`src/rtl/mem_port_arbiter.sv`:
```
// Fetch/data arbiter in front of the unified memory: one access per cycle,
// registered responses, fetch anti-starvation and bounded data-port locking.
//
// state  | meaning
// ARB    | normal arbitration between fetch and data ports
// LOCKED | data port holds the memory for an atomic sequence
module mem_port_arbiter #(
  parameter int ADDR_W    = 16,
  parameter int DATA_W    = 16,
  parameter int MEM_DEPTH = 1024,
  parameter int MAX_WAIT  = 4,
  parameter int LOCK_MAX  = 8
) (
  input  logic              clk,
  input  logic              rst_n,
  input  logic              i_req,
  input  logic [ADDR_W-1:0] i_addr,
  output logic              i_gnt,
  output logic              i_rvalid,
  output logic [DATA_W-1:0] i_rdata,
  output logic              i_err,
  input  logic              d_req,
  input  logic              d_we,
  input  logic              d_lock,
  input  logic [ADDR_W-1:0] d_addr,
  input  logic [DATA_W-1:0] d_wdata,
  output logic              d_gnt,
  output logic              d_rvalid,
  output logic [DATA_W-1:0] d_rdata,
  output logic              d_err,
  output logic [ADDR_W-1:0] mem_addr,
  output logic [DATA_W-1:0] mem_wdata,
  output logic              mem_we,
  output logic              mem_re,
  input  logic [DATA_W-1:0] mem_rdata
);

  localparam int WW = $clog2(MAX_WAIT + 1);
  localparam int LW = $clog2(LOCK_MAX + 1);
  localparam logic [WW-1:0]   WAIT_SAT = WW'(MAX_WAIT);
  localparam logic [LW-1:0]   LOCK_TOP = LW'(LOCK_MAX);
  localparam logic [ADDR_W:0] DEPTH_X  = (ADDR_W+1)'(MEM_DEPTH);

  typedef enum logic {ARB, LOCKED} state_t;

  state_t          state, state_nx;
  logic [WW-1:0]   wait_cnt, wait_cnt_nx;
  logic [LW-1:0]   lock_cnt, lock_cnt_nx, lock_inc;
  logic            force_fetch, force_fetch_nx;
  logic            i_in_range, d_in_range;

  assign i_in_range = ({1'b0, i_addr} < DEPTH_X);
  assign d_in_range = ({1'b0, d_addr} < DEPTH_X);
  assign lock_inc   = lock_cnt + 1'b1;

  always_comb begin
    i_gnt          = 1'b0;
    d_gnt          = 1'b0;
    state_nx       = state;
    lock_cnt_nx    = lock_cnt;
    force_fetch_nx = 1'b0;
    if (state == ARB) begin
      if ((wait_cnt == WAIT_SAT || force_fetch) && i_req) i_gnt = 1'b1;
      else if (d_req)                                      d_gnt = 1'b1;
      else if (i_req)                                      i_gnt = 1'b1;
      if (d_gnt && d_lock) begin
        if (LOCK_MAX <= 1) begin
          force_fetch_nx = 1'b1;
          lock_cnt_nx    = '0;
        end else begin
          state_nx    = LOCKED;
          lock_cnt_nx = LW'(1);
        end
      end
    end else begin
      d_gnt = d_req;
      if (!d_req || !d_lock) begin
        state_nx    = ARB;
        lock_cnt_nx = '0;
      end else if (lock_inc >= LOCK_TOP) begin
        // lock budget spent: hand the next ARB cycle to fetch
        state_nx       = ARB;
        lock_cnt_nx    = '0;
        force_fetch_nx = 1'b1;
      end else begin
        lock_cnt_nx = lock_inc;
      end
    end
    if (!rst_n) begin
      i_gnt = 1'b0;
      d_gnt = 1'b0;
    end
  end

  always_comb begin
    wait_cnt_nx = wait_cnt;
    if (!i_req || i_gnt)        wait_cnt_nx = '0;
    else if (wait_cnt != WAIT_SAT) wait_cnt_nx = wait_cnt + 1'b1;
  end

  always_comb begin
    mem_addr  = '0;
    mem_wdata = '0;
    mem_we    = 1'b0;
    mem_re    = 1'b0;
    if (d_gnt) begin
      mem_addr  = d_addr;
      mem_wdata = d_wdata;
      mem_we    = d_we & d_in_range;
      mem_re    = ~d_we & d_in_range;
    end else if (i_gnt) begin
      mem_addr = i_addr;
      mem_re   = i_in_range;
    end
  end

  always_ff @(posedge clk or negedge rst_n) begin
    if (!rst_n) begin
      state       <= ARB;
      wait_cnt    <= '0;
      lock_cnt    <= '0;
      force_fetch <= 1'b0;
      i_rvalid    <= 1'b0;
      i_rdata     <= '0;
      i_err       <= 1'b0;
      d_rvalid    <= 1'b0;
      d_rdata     <= '0;
      d_err       <= 1'b0;
    end else begin
      state       <= state_nx;
      wait_cnt    <= wait_cnt_nx;
      lock_cnt    <= lock_cnt_nx;
      force_fetch <= force_fetch_nx;
      i_rvalid    <= i_gnt;
      i_rdata     <= (i_gnt && i_in_range) ? mem_rdata : '0;
      i_err       <= i_gnt && !i_in_range;
      d_rvalid    <= d_gnt;
      d_rdata     <= (d_gnt && !d_we && d_in_range) ? mem_rdata : '0;
      d_err       <= d_gnt && !d_in_range;
    end
  end

endmodule
```
`config.mk`:
```
export PLATFORM = sky130hd
export DESIGN_NAME = mem_port_arbiter
export DESIGN_NICKNAME = d
export VERILOG_FILES = /design/src/rtl/mem_port_arbiter.sv
export SDC_FILE = /design/constraint.sdc
export NUM_CORES = 1
export LEC_CHECK = 0
export CORE_MARGIN = 2
export CORE_UTILIZATION = 35
export DETAILED_ROUTE_END_ITERATION = 12
export PLACE_DENSITY_LB_ADDON = 0.1
export SETUP_SLACK_MARGIN = 0.15
export SYNTH_ARGS = -nofsm -noshare
export SYNTH_HDL_FRONTEND = slang
export SYNTH_SLANG_ARGS = --single-unit
```
`constraint.sdc`:
```
create_clock -name clk -period 2.6 [get_ports clk]
set_input_delay 0.26 -clock clk [delete_from_list [all_inputs] [get_ports clk]]
set_output_delay 0.26 -clock clk [all_outputs]
set_load 0.05 [all_outputs]
```
==> qor.yml <==
status: "finished, final reports clean"
fp.dieH_um: 80.9
power.density_nw_per_um2: 436
ant_nets: 0
cts_root_buf: "clkbuf_8"
finalCritPeriodShare_pct: 90.0
final_common_cell: "clkdlybuf4s50_1"
synth_cell_types: 30
path_max_fanout: 2
cts_sinks: 45
wl_per_cell_um: 14.9
grt_first_pass_wirelength_um: 9160
post_cts_buffers: 0
fin_ws_ns: 0.261
top_level_ports: 142
cp.required_ns: 2.34
end_kind: "primary output"
rsz0062_at_grt: "false"
leakage_nw: 1.76
setup_viol_count_final: 0
cp-start-kind: "input pin"
chipWidth_um: 80.9
ys_ff_latch: 45
yosys.area.top_type: "dfrtp_1"
finClkSkew_ns: 0.00236
peakVddDrop_mv: 0.235
start_util_pct: 35.6
synth_area_leaders: "dfrtp_1, and2_1, a22o_1"
port-buffer-count: 141
period_needed_ns: 2.34
first_iter_violations: 34
tightest_slew_ns: 0.550
cts_htree_levels: 2
setup.worst_path.start: "d_addr[12]"
nNetsFinal: 403
synth-edff-count: 0
core_um2: 5820
post-dp-hpwl_um: 4930
grt_pass1_vias: 1899
clock_path_buffers: 2
wirelength_um: 6020
place_worst_setup_slack_ns: 0.252
maxCapViolations: 0
cts_tree: "done"
fin_total_pwr_mw: 1.67
gr-total-overflow: 0
ys_warn_count: 0
nFillCells: 506
setup_tns_ns: 0
relSlewSlack_pct: 63.3
drc: 0
hold_class: "in -> async"
antenna_found_initial: 0
fp-row-count: 28
ys.flop_type: "dfrtp_1"
insertion_delay_ns: 0.28
cts_made_buffers: 5
routed-via-count: 1870
synth_area_per_cell_um2: 11.2
yosysSeqAreaShare_pct: 54.3
reg2reg_depth: 6
n_antenna_cell: 0
hold_viol: 0
clk_pin_slew_ns: 0.08
synth_nets: 258
netlist_area_um2: 2070
layout_common_cells: "clkdlybuf4s50_1, dfrtp_1, and2_1"
maxClockFrequency_mhz: 428
track_usage_pct: 18.9
viasPerCell: 4.62
slew_violations: 0
area_growth_pct: 85.0
dieArea_um2: 6550
cp.arrival_ns: 2.08
drtPass1Iterations: 4
gp_congestion: 0.877
grt_start_max_net_pins: 46
synth.top_cell.area_share_pct: 54.3
path_class: "in -> out"
reg2reg_from: "wait_cnt[0]$_DFFE_PN0P_"
synth_cells: 185
synthArstFlopShare_pct: 100
drive_above_1_share_pct: 19.4
[stage by stage]
step / hold WS, ns / util, % / area (um2) / instances
2_1_floorplan: -0.0356 / - / 2070 / 185
3_3_place_gp: 0.440 / 64.0 / 3720 / 398
3_5_place_dp: 0.441 / 64.0 / 3720 / 398
4_1_cts: 0.132 / 65.8 / 3820 / 405
5_1_grt: 0.165 / 65.9 / 3830 / 405
6_report: 0.120 / 65.9 / 3830 / 405
[sequential cells by signal, indices dropped and copies added (netlist names)]
signal,count
d_rvalid,1
lock_cnt,4
i_err,1
i_rdata,16
state,1
wait_cnt,3
d_err,1
d_rdata,16
force_fetch,1
i_rvalid,1
[critical path, cell delays in order]
cell and delay, ns:
clkdlybuf4s50_1 0.43, or4_1 0.56, or4_1 0.48, o21bai_2 0.19, buf_12 0.16
[area by class of cell]
cell class | count | area (um2) | share of cell area (%)
well taps | 75 | 93.8 | 2.45
clock buffers | 5 | 68.8 | 1.80
flip-flops and latches | 45 | 1130 | 29.4
repair buffers | 148 | 1620 | 42.3
multi-input cells | 107 | 800 | 20.9
inverters | 23 | 86.3 | 2.25
clock inverters | 2 | 35.0 | 0.914
[power breakdown]
group          leakage (nW)  internal [mW]  switching, mW  total [mW]
sequential            0.620          0.714         0.0124       0.726
clock                0.0540          0.279          0.212       0.491
combinational          1.09          0.221          0.231       0.452
total                  1.76           1.21          0.456        1.67
[Yosys cell counts, types with 3 or more instances]
cell type,n
or4_1,3
nor3b_1,3
and2_1,32
xnor2_1,3
nand2_1,3
a21o_1,3
inv_1,23
clkbuf_1,6
ha_1,3
nor2b_1,3
a22o_1,16
a21oi_1,6
dfrtp_1,45
nor3_1,8
nor3_2,8
[kinds of logic after synthesis]
family / synth area share (%)
simple gates: 21.9
flops: 54.3
buf+inv: 7.25
compound gates: 13.0
xor+xnor: 1.27
fa+ha+maj: 1.81
mux: 0.483
[per-layer routing]
layer / share of wire [%] / wire [um] / up-vias / global-route usage (%)
li1: - / - / 900 / -
met1: 33 / 2010 / 865 / 18.9
met2: 55 / 3290 / 97 / 35.5
met3: 9.2 / 552 / 8 / 7.00
met4: 2.8 / 170 / 0 / 7.12
met5: 0 / 0 / - / 0
[what timing repair did]
| item | 4_1_cts | 5_1_grt |
|---|---|---|
| hold buffers | 0 | 0 |
| endpoints found under the setup margin | 0 | 33 |
| gates resized for setup | 0 | 2 |
[path summary, 6_finish.rpt]
kind | endpoint | slack (ns)
max in group asynchronous | lock_cnt[1]$_DFFE_PN0P_ | 2.11
min in group clk | d_rdata[2]$_DFF_PN0_ | 0.52
setup / recovery | mem_re | 0.26
hold reg to reg | lock_cnt[3]$_DFFE_PN0P_ | 0.56
setup reg to reg | i_rdata[2]$_DFF_PN0_ | 0.96
hold / removal | i_rdata[7]$_DFF_PN0_ | 0.12
No activity file was read; power rests on OpenSTA's default activity.
